===== src/rtl/pmu_test_sched.sv =====
// pmu_test_sched: runs a configured number of work/readout iterations on
// pmu_core. Each iteration pulses pmu_work_start, waits for a full
// pmu_busy high/low cycle, pulses pmu_rd_start, waits for packet_done and
// then idles for a programmable gap. Every wait phase has its own timeout,
// and an abort input ends the run early with an error code.
module pmu_test_sched #(
  parameter int LOOP_DW = 16,
  parameter int GAP_DW  = 16,
  parameter int TMO_DW  = 24
) (
  input  logic               clk,
  input  logic               rst_n,
  input  logic [LOOP_DW-1:0] cfg_loop_num,
  input  logic [GAP_DW-1:0]  cfg_gap_time,
  input  logic [TMO_DW-1:0]  cfg_timeout,
  input  logic               sched_start,
  input  logic               sched_abort,
  input  logic               pmu_busy,
  input  logic               packet_done,
  output logic               pmu_work_start,
  output logic               pmu_rd_start,
  output logic               sched_busy,
  output logic               sched_done,
  output logic               sched_err,
  output logic [1:0]         err_code,
  output logic [LOOP_DW-1:0] loop_cnt
);

  // One shared timer serves both the timeout phases and the gap phase.
  localparam int TIM_DW = (TMO_DW > GAP_DW) ? TMO_DW : GAP_DW;

  localparam logic [2:0] S_IDLE     = 3'd0;
  localparam logic [2:0] S_START    = 3'd1;
  localparam logic [2:0] S_WAIT_BH  = 3'd2;
  localparam logic [2:0] S_WAIT_BL  = 3'd3;
  localparam logic [2:0] S_READ     = 3'd4;
  localparam logic [2:0] S_WAIT_PKT = 3'd5;
  localparam logic [2:0] S_GAP      = 3'd6;
  localparam logic [2:0] S_DONE     = 3'd7;

  logic [2:0]         r_state;
  logic [LOOP_DW-1:0] r_loop_num;
  logic [GAP_DW-1:0]  r_gap_time;
  logic [TMO_DW-1:0]  r_timeout;
  logic [TIM_DW-1:0]  r_timer;
  logic [LOOP_DW-1:0] r_loop_cnt;
  logic [1:0]         r_err_code;
  logic               r_work_start;
  logic               r_rd_start;
  logic               r_busy;
  logic               r_done;
  logic               r_err;

  logic [2:0]         w_next_state;
  logic               w_accept;
  logic               w_timer_inc;
  logic               w_cnt_inc;
  logic               w_err;
  logic [1:0]         w_err_code;
  logic               w_tmo_hit;
  logic               w_gap_end;
  logic [LOOP_DW-1:0] w_loop_inc;

  assign w_tmo_hit  = (r_timeout != '0) &&
                      (r_timer == (TIM_DW'(r_timeout) - TIM_DW'(1)));
  assign w_gap_end  = (r_timer == TIM_DW'(r_gap_time));
  assign w_loop_inc = r_loop_cnt + LOOP_DW'(1);

  // Next-state decode; an abort in any active state overrides every other transition.
  always_comb begin
    w_next_state = r_state;
    w_accept     = 1'b0;
    w_timer_inc  = 1'b0;
    w_cnt_inc    = 1'b0;
    w_err        = 1'b0;
    w_err_code   = r_err_code;
    case (r_state)
      S_IDLE: begin
        if (sched_start) begin
          w_accept     = 1'b1;
          w_next_state = (cfg_loop_num == '0) ? S_DONE : S_START;
        end
      end
      S_START: w_next_state = S_WAIT_BH;
      S_WAIT_BH: begin
        if (pmu_busy) begin
          w_next_state = S_WAIT_BL;
        end else if (w_tmo_hit) begin
          w_err      = 1'b1;
          w_err_code = 2'd1;
        end else begin
          w_timer_inc = 1'b1;
        end
      end
      S_WAIT_BL: begin
        if (!pmu_busy) begin
          w_next_state = S_READ;
        end else if (w_tmo_hit) begin
          w_err      = 1'b1;
          w_err_code = 2'd2;
        end else begin
          w_timer_inc = 1'b1;
        end
      end
      S_READ: w_next_state = S_WAIT_PKT;
      S_WAIT_PKT: begin
        if (packet_done) begin
          w_cnt_inc    = 1'b1;
          w_next_state = (w_loop_inc == r_loop_num) ? S_DONE : S_GAP;
        end else if (w_tmo_hit) begin
          w_err      = 1'b1;
          w_err_code = 2'd3;
        end else begin
          w_timer_inc = 1'b1;
        end
      end
      S_GAP: begin
        if (w_gap_end) begin
          w_next_state = S_START;
        end else begin
          w_timer_inc = 1'b1;
        end
      end
      S_DONE: w_next_state = S_IDLE;
      default: w_next_state = S_IDLE;
    endcase
    if ((r_state != S_IDLE) && sched_abort) begin
      w_err       = 1'b1;
      w_err_code  = 2'd0;
      w_cnt_inc   = 1'b0;
      w_timer_inc = 1'b0;
    end
    if (w_err) begin
      w_next_state = S_IDLE;
    end
  end

  // State register and phase timer; the timer restarts from zero whenever it is not counting.
  always_ff @(posedge clk or negedge rst_n) begin
    if (!rst_n) begin
      r_state <= S_IDLE;
      r_timer <= '0;
    end else begin
      r_state <= w_next_state;
      r_timer <= w_timer_inc ? (r_timer + TIM_DW'(1)) : '0;
    end
  end

  // Configuration snapshot taken only when a run is accepted.
  always_ff @(posedge clk or negedge rst_n) begin
    if (!rst_n) begin
      r_loop_num <= '0;
      r_gap_time <= '0;
      r_timeout  <= '0;
    end else if (w_accept) begin
      r_loop_num <= cfg_loop_num;
      r_gap_time <= cfg_gap_time;
      r_timeout  <= cfg_timeout;
    end
  end

  // Run status: iteration count and error code hold until the next accepted start.
  always_ff @(posedge clk or negedge rst_n) begin
    if (!rst_n) begin
      r_loop_cnt <= '0;
      r_err_code <= 2'd0;
    end else if (w_accept) begin
      r_loop_cnt <= '0;
      r_err_code <= 2'd0;
    end else begin
      if (w_cnt_inc) begin
        r_loop_cnt <= w_loop_inc;
      end
      if (w_err) begin
        r_err_code <= w_err_code;
      end
    end
  end

  // Registered output pulses; an abort suppresses any pulse due on the same clock.
  always_ff @(posedge clk or negedge rst_n) begin
    if (!rst_n) begin
      r_work_start <= 1'b0;
      r_rd_start   <= 1'b0;
      r_busy       <= 1'b0;
      r_done       <= 1'b0;
      r_err        <= 1'b0;
    end else begin
      r_work_start <= (r_state == S_START) && !sched_abort;
      r_rd_start   <= (r_state == S_READ) && !sched_abort;
      r_busy       <= (w_next_state != S_IDLE);
      r_done       <= (r_state == S_DONE) && !sched_abort;
      r_err        <= w_err;
    end
  end

  assign pmu_work_start = r_work_start;
  assign pmu_rd_start   = r_rd_start;
  assign sched_busy     = r_busy;
  assign sched_done     = r_done;
  assign sched_err      = r_err;
  assign err_code       = r_err_code;
  assign loop_cnt       = r_loop_cnt;

endmodule


===== config.mk =====
export PLATFORM = sky130hd
export DESIGN_NAME = pmu_test_sched
export DESIGN_NICKNAME = d
export VERILOG_FILES = /design/src/rtl/pmu_test_sched.sv
export SDC_FILE = /design/constraint.sdc
export NUM_CORES = 1
export LEC_CHECK = 0
export CORE_ASPECT_RATIO = 0.5
export CORE_MARGIN = 3
export CORE_UTILIZATION = 51
export DETAILED_ROUTE_END_ITERATION = 10
export HOLD_SLACK_MARGIN = 0.12
export PLACE_DENSITY = 0.89
export SLEW_MARGIN = 20
export SYNTH_ARGS = -nofsm -noshare
export SYNTH_HDL_FRONTEND = slang
export SYNTH_SLANG_ARGS = --single-unit

===== constraint.sdc =====
create_clock -name clk -period 2.95 [get_ports clk]
set_clock_uncertainty 0.05 [all_clocks]
set_input_delay 0.59 -clock clk [delete_from_list [all_inputs] [get_ports clk]]
set_output_delay 0.59 -clock clk [all_outputs]
set_load 0.05 [all_outputs]

==> results of run 1 <==
[synthesized netlist by cell type (all sizes together) (3+ instances only)]
cell	count	share of area, %
nand4b	3	0.41
o2111ai	3	0.41
nor3b	4	0.47
nor2b	10	0.98
buf	9	0.84
and2	3	0.29
dfrtp	106	42
a31oi	7	0.69
nand4	12	1.2
o31ai	11	1.6
o22ai	4	0.39
xor2	48	6.6
clkbuf	33	1.9
nor3	16	1.5
ha	4	0.78
nand2b	6	0.59
nand3b	4	0.47
mux2i	8	1.3
nor4	45	6.7
mux2	54	9.6
nand3	20	1.6
or3	5	0.49
a21oi	13	1.0
o21ai	31	2.4
or4	6	0.70
and3	4	0.39
o41ai	5	0.69
xnor2	42	5.8
nand2	42	2.5
inv	11	0.65
nor2	36	2.1
[timing repair]
action	CTS	global route
hold buffers	0	0
gates resized for setup	4	19
pin swaps	1	7
setup endpoints to repair	31	31
setup buffers	0	4
[metal layers]
layer | wire (µm) | up-vias | global-route usage, %
met5 | 0 | - | 0
met1 | 7300 | 2650 | 31.9
met3 | 938 | 32 | 4.63
li1 | - | 2503 | -
met2 | 8180 | 198 | 40.2
met4 | 282 | 0 | 7.21
[how the worst max path moves through the flow]
stage / to / cells past startpoint / from / slack (ns)
2_1_floorplan: r_timer[12] / 9 / r_timeout[2] / 0.03
3_3_place_gp: r_timer[23] / 9 / r_timeout[3] / 0.03
3_5_place_dp: err_code[1] / 12 / r_timeout[1] / 0.004
4_1_cts: err_code[1] / 12 / r_timeout[1] / 0.01
5_1_grt: r_timer[14] / 11 / r_timeout[0] / -0.02
6_report: r_timer[23] / 11 / r_timeout[0] / 0.09
[layout make-up]
| class | count | area (µm²) |
|---|---|---|
| clock inverter | 3 | 21.3 |
| sequential | 106 | 2650 |
| timing repair buffer | 138 | 1280 |
| tap | 165 | 206 |
| inverter | 11 | 41.3 |
| fill | 892 | 3930 |
| clock buffer | 13 | 260 |
| multi-input combinational | 472 | 3620 |
[power by group]
part	switching, mW	internal (mW)	total (mW)
Clock	0.544	0.622	1.17
Combinational	1.55	1.45	3.00
Sequential	0.436	1.90	2.34
Total	2.53	3.98	6.50
[flip-flops by register name, indices dropped and copies added (netlist names)]
register        flops
sched_err           1
pmu_rd_start        1
r_loop_num         16
r_gap_time         16
r_timeout          24
r_state             3
sched_busy          1
pmu_work_start      1
loop_cnt           16
err_code            2
r_timer            24
sched_done          1
[logic make-up (layout without fill, tap and decap cells)]
logic type	after synthesis	count (layout)	synth area share, %
adders and majority gates	4	4	0.783
and+or+nand+nor	224	224	21.4
xor gates and xnor gates	90	90	12.3
DFF	106	106	41.5
buffers and inverters	53	165	3.43
muxes	62	62	10.8
AOI/OAI and AO/OA	92	92	9.69
[metrics by stage]
| step | worst slack (ns) | std cells | hold WS [ns] |
|---|---|---|---|
| 2_1_floorplan | 0.0321 | 631 | 0.244 |
| 3_3_place_gp | 0.0315 | 888 | 0.462 |
| 3_5_place_dp | 0.00369 | 888 | 0.467 |
| 4_1_cts | 0.0127 | 904 | 0.214 |
| 5_1_grt | -0.0198 | 908 | 0.241 |
| 6_report | 0.0945 | 908 | 0.199 |
==> results.md, run 1 <==
* CTS Buffer Depth at 2
* Synthesized area per cell at slightly above 10 µm²
* Commonest non-fill, non-tap cell in the layout: dfrtp_1
* Port-buffer cells at 84
* Drt drc at 0
* Max IR drop VDD at ~0.36 mV
* Vias in the first global route at between 5000 and 6000
* Fin crit period at about 2.9 ns
* CP endpoint kind: register
* Initial core utilization at between 50% and 60%
* PD cells at slightly above 800 mW/mm²
* 1st-iter DRT viols at 439
* Placer congestion estimate at between 0.9 and 1
* First drt pass iteration count at 5
* CTS tree: yes
* R2R setup slack at 0.09 ns
* Largest net degree at the start of global routing at 62
* Commonest register cell after synthesis: dfrtp_1
* Row count at 28
* I/O pin count at between 80 and 90
* Total CTS buffers at 9
* Sink Count at roughly 110
* Count of final setup violators at 0
* Die span in y at 85.2 µm
* Slowest stage delay, CP at roughly 0.43 ns
* Nets at around 800
* Routed Wire Length at 16.7 mm
* Die area at between 0.01 and 0.015 mm²
* Mapped Area at approximately 0.0064 mm²
* Tcrit/Tclk final at a little over nine tenths
* Post-synth EDFFs at 0
* Worst-path clk slew at approximately 0.070 ns
* Max cap viols at 0
* Area growth syn-to-layout at 26.5%
* Worst skew pair latency at 0.35 ns
* Setup TNS Final at 0 ns
* YS warnings at 0
* Crit path required time at between 3 and 4 ns
* F_max at ~350 MHz
* Tot Pwr at about 6.5 mW
* Chip Width at between 150 and 200 µm
* Placed cell area at ~0.0077 mm²
* Outcome: completed
* Worst-case reg-to-reg path depth at 11
* First-pass GRT wire length at 26.7 mm
* Syn Nets at between 600 and 700
* Crit Reg-Reg Startpoint: r_timeout[0]
* CP startpoint kind: register
* Sequential area share after synthesis at about two fifths
* Post-route ant nets at 0
* Crit-path max FO at 22
* Hold Crit Class: in2async
* Slew @ Worst Pin at approximately 0.92 ns
* Max Transition Viols Final at 0
* Post-Syn Instances at about 630
* Max-slew headroom at between 30% and 40%
* Antenna Cells at 0
* Worst EP arrival at around 3.1 ns
* Synth Register Bits at ~110
* Vias at between 5000 and 6000
* Layout cells sized above 1 at about a quarter
* Fin util at ~67%
* Vias per cell at just under 6
* Antenna violations before repair at 0
* CP Buf/Inv Count at 3
* DP HPWL at 12.1 mm
* Reg2Reg Capture Point: r_timer[23]
* Total GRT Usage at roughly a quarter
* Crit-path leading delay family: simple AND/OR/NAND/NOR gates
* Core Area at 0.0120 mm²
* Design Area, Final at just over 0.008 mm²
* Grt ovf at 0
* Pleak at about 3.1 nW
* Crit Path Class: reg2reg
* H-tree levels at 3
* FFs w/ async S/R, synth at 100%
* Final Hold Violating Endpoints at 0
* CP Cell Sequence: inv_1 > ha_2 > or3b_4 > buf_4 > nor2_2 > nand2_2 > mux2_4 > o31ai_4 > nor4_4 > buf_12 > nor4_1
* Clock root buffer: clkbuf_16
* Slowest-stage cell, CP: or3b_4
* Routed len/inst at 18.4 µm
* Most frequent cells in the layout: dfrtp_1 (105), clkdlybuf4s50_1 (83), mux2_2 (53), buf_4 (52), xor2_1 (48)
* Netlist cell types at around 60
No activity file was read; power rests on OpenSTA's default activity.
==> inputs of run 2 (changes only) <==
--- a/config.mk
+++ b/config.mk
@@ -7,10 +7,10 @@
 export LEC_CHECK = 0
 export CORE_ASPECT_RATIO = 0.5
 export CORE_MARGIN = 3
-export CORE_UTILIZATION = 51
+export CORE_UTILIZATION = 56
 export DETAILED_ROUTE_END_ITERATION = 10
 export HOLD_SLACK_MARGIN = 0.12
-export PLACE_DENSITY = 0.89
+export PLACE_DENSITY = 0.92
 export SLEW_MARGIN = 20
 export SYNTH_ARGS = -nofsm -noshare
 export SYNTH_HDL_FRONTEND = slang
==> constraint.sdc (replaced) <==
create_clock -name clk -period 3.1 [get_ports clk]
set_clock_uncertainty 0.05 [all_clocks]
set_input_delay 0.62 -clock clk [delete_from_list [all_inputs] [get_ports clk]]
set_output_delay 0.62 -clock clk [all_outputs]
set_load 0.005 [all_outputs]
==> run 2 against run 1 <==
Critical path depth stayed put; global-route usage is 3.0 points higher; largest power group unchanged; flip-flop and latch count stayed put; critical path type unchanged; core utilization is 7.6 points higher; first-iteration DRC count is 47% higher; clock power is 6% higher; worst hold slack better by 0.29 ns; highest routed layer unchanged; final cell count is 4.3% lower; routed wire length is 4.7% higher; worst setup slack worse by 0.084 ns; count of clock-buffer cells in the layout is 3 lower.
==> results.md, run 2 (same netlist as run 1, synthesis figures left out) <==
* Outcome: completed
* Final Hold Violating Endpoints at 0
* CTS Buffer Depth at 2
* Top Registers: r_timeout (24), r_timer (24)
* CP dominant cell by count: buf_4
* Largest net degree at the start of global routing at 53
* Die span in y at 81.5 µm
* Slowest-stage cell, CP: or4_1
* Tcrit/Tclk final at 99.7%
* Chip Width at around 160 µm
* DP HPWL at 11.9 mm
* Crit Path Class: reg2reg
* Final worst slack at between 0.01 and 0.015 ns
* I/O pin count at 85
* Post-route ant nets at 0
* Worst-path clk slew at about 0.070 ns
* Worst EP arrival at between 3 and 4 ns
* Vias per cell at 6.40
* Core Area at between 0.01 and 0.015 mm²
* CP Cell Sequence: or4_1 > buf_4 > nor3_2 > a31oi_1 > a2111oi_0 > nand4b_1 > buf_4 > nor4_4 > buf_4 > clkbuf_16 > nor4_2
* Routed Wire Length at between 15 and 20 mm
* Commonest non-fill, non-tap cell in the layout: dfrtp_1
* Vias at between 5000 and 6000
* H-tree levels at 3
* Area growth syn-to-layout at 24.7%
* PD cells at 762 mW/mm²
* First-pass GRT wire length at ~27 mm
* Initial core utilization at between 60% and 70%
* Pleak at slightly above 3 nW
* Worst skew pair latency at ~0.36 ns
* Routed len/inst at 20.1 µm
* Die area at 0.0128 mm²
* Total GRT Usage at 27.0%
* Footprint of the multi-input gates at about 0.0036 mm²
* 1st-iter DRT viols at 647
* Fin util at 74.9%
* Fin crit period at 3.09 ns
* Crit-path max FO at 11
* Slew @ Worst Pin at 0.694 ns
* Vias in the first global route at between 5000 and 6000
* Fillers at between 600 and 700
* Port-buffer cells at 84
* Antenna violations before repair at 0
* Placer congestion estimate at between 0.9 and 1
* Crit path required time at 3.27 ns
* DP Worst Slack at ~0.039 ns
* Max Transition Viols Final at 0
* Layout cells sized above 1 at 20.7%
* Most frequent cells in the layout: dfrtp_1 (106), clkdlybuf4s50_1 (83), mux2_2 (53), xor2_1 (48), xnor2_1 (42)
* Grt ovf at 0
* Sink Count at around 110
* Drt drc at 0
* First drt pass iteration count at 7
* Max cap viols at 0
* Sequential Area at 0.00265 mm²
* Count of final setup violators at 0
* Hold Crit Class: reg2reg
* Nets at roughly 790
* CTS tree: yes
* CP startpoint kind: register
* Setup TNS Final at 0 ns
* Total CTS buffers at 9
* CP endpoint kind: register
* Slowest stage delay, CP at about 0.7 ns
* Max-slew headroom at 53.3%
* F_max at between 300 and 400 MHz
* Row count at 26
* Max IR drop VDD at roughly 0.36 mV
* Clock root buffer: clkbuf_16
* Antenna Cells at 0
==> run 2: where the power goes <==
| part | total (mW) | switching, mW | internal, mW |
|---|---|---|---|
| clock | 1.24 | 0.534 | 0.710 |
| sequential | 2.23 | 0.426 | 1.81 |
| combinational | 2.59 | 1.34 | 1.26 |
| total | 6.07 | 2.30 | 3.77 |
==> run 2: repair_timing <==
action | in CTS | in global routing
hold endpoints to repair | 16 | 0
endpoints found under the setup margin | 24 | 29
hold buffers | 1 | 0
setup buffers | 0 | 3
resized for setup | 1 | 11
pin swaps | 1 | 3
gates cloned | 0 | 1
==> run 2: final timing paths <==
kind | start | endpoint | slack (ns) | depth (start not counted)
worst min-delay path | r_gap_time[9] | r_gap_time[9] | 0.48 | 1
worst min register to register | r_gap_time[9] | r_gap_time[9] | 0.48 | 1
max in group asynchronous | rst_n | r_timeout[13] | 1.57 | 3
min in group asynchronous | rst_n | r_loop_num[5] | 0.62 | 2
worst max-delay path | r_timeout[0] | r_timer[11] | 0.01 | 11
worst max register to register | r_timeout[0] | r_timer[11] | 0.01 | 11
==> run 2: metrics by stage <==
stage	instances	hold WS [ns]	total power [mW]	instance area [µm²]
2_1_floorplan	631	0.274	3.85	6390
3_3_place_gp	849	0.459	4.59	7540
3_5_place_dp	849	0.460	4.70	7540
4_1_cts	865	0.484	5.98	7870
5_1_grt	869	0.497	6.39	7970
6_report	869	0.484	6.07	7970
==> run 2: metal layers <==
layer | vias up | global-route usage [%] | share of wire [%]
met5 | - | 0 | 0
met1 | 2737 | 34.1 | 39
met4 | 0 | 7.79 | 2.6
met2 | 287 | 48.2 | 50
li1 | 2482 | - | -
met3 | 53 | 5.21 | 8.2
==> run 2: cell type report <==
class / instances / area share [%]
timing repair buffer: 125 / 15.1
sequential: 106 / 33.3
inverter: 11 / 0.518
clock buffer: 10 / 2.87
clock inverter: 5 / 1.07
tap: 140 / 2.20
multi-input combinational: 472 / 44.9
==> run 2: critical path, delay by kind of cell, from the launching register on <==
family,cells,cell delay [ns]
AOI/OAI and AO/OA,2,0.48
and+or+nand+nor,5,1.22
buffers and inverters,4,0.76
DFF,1,0.44
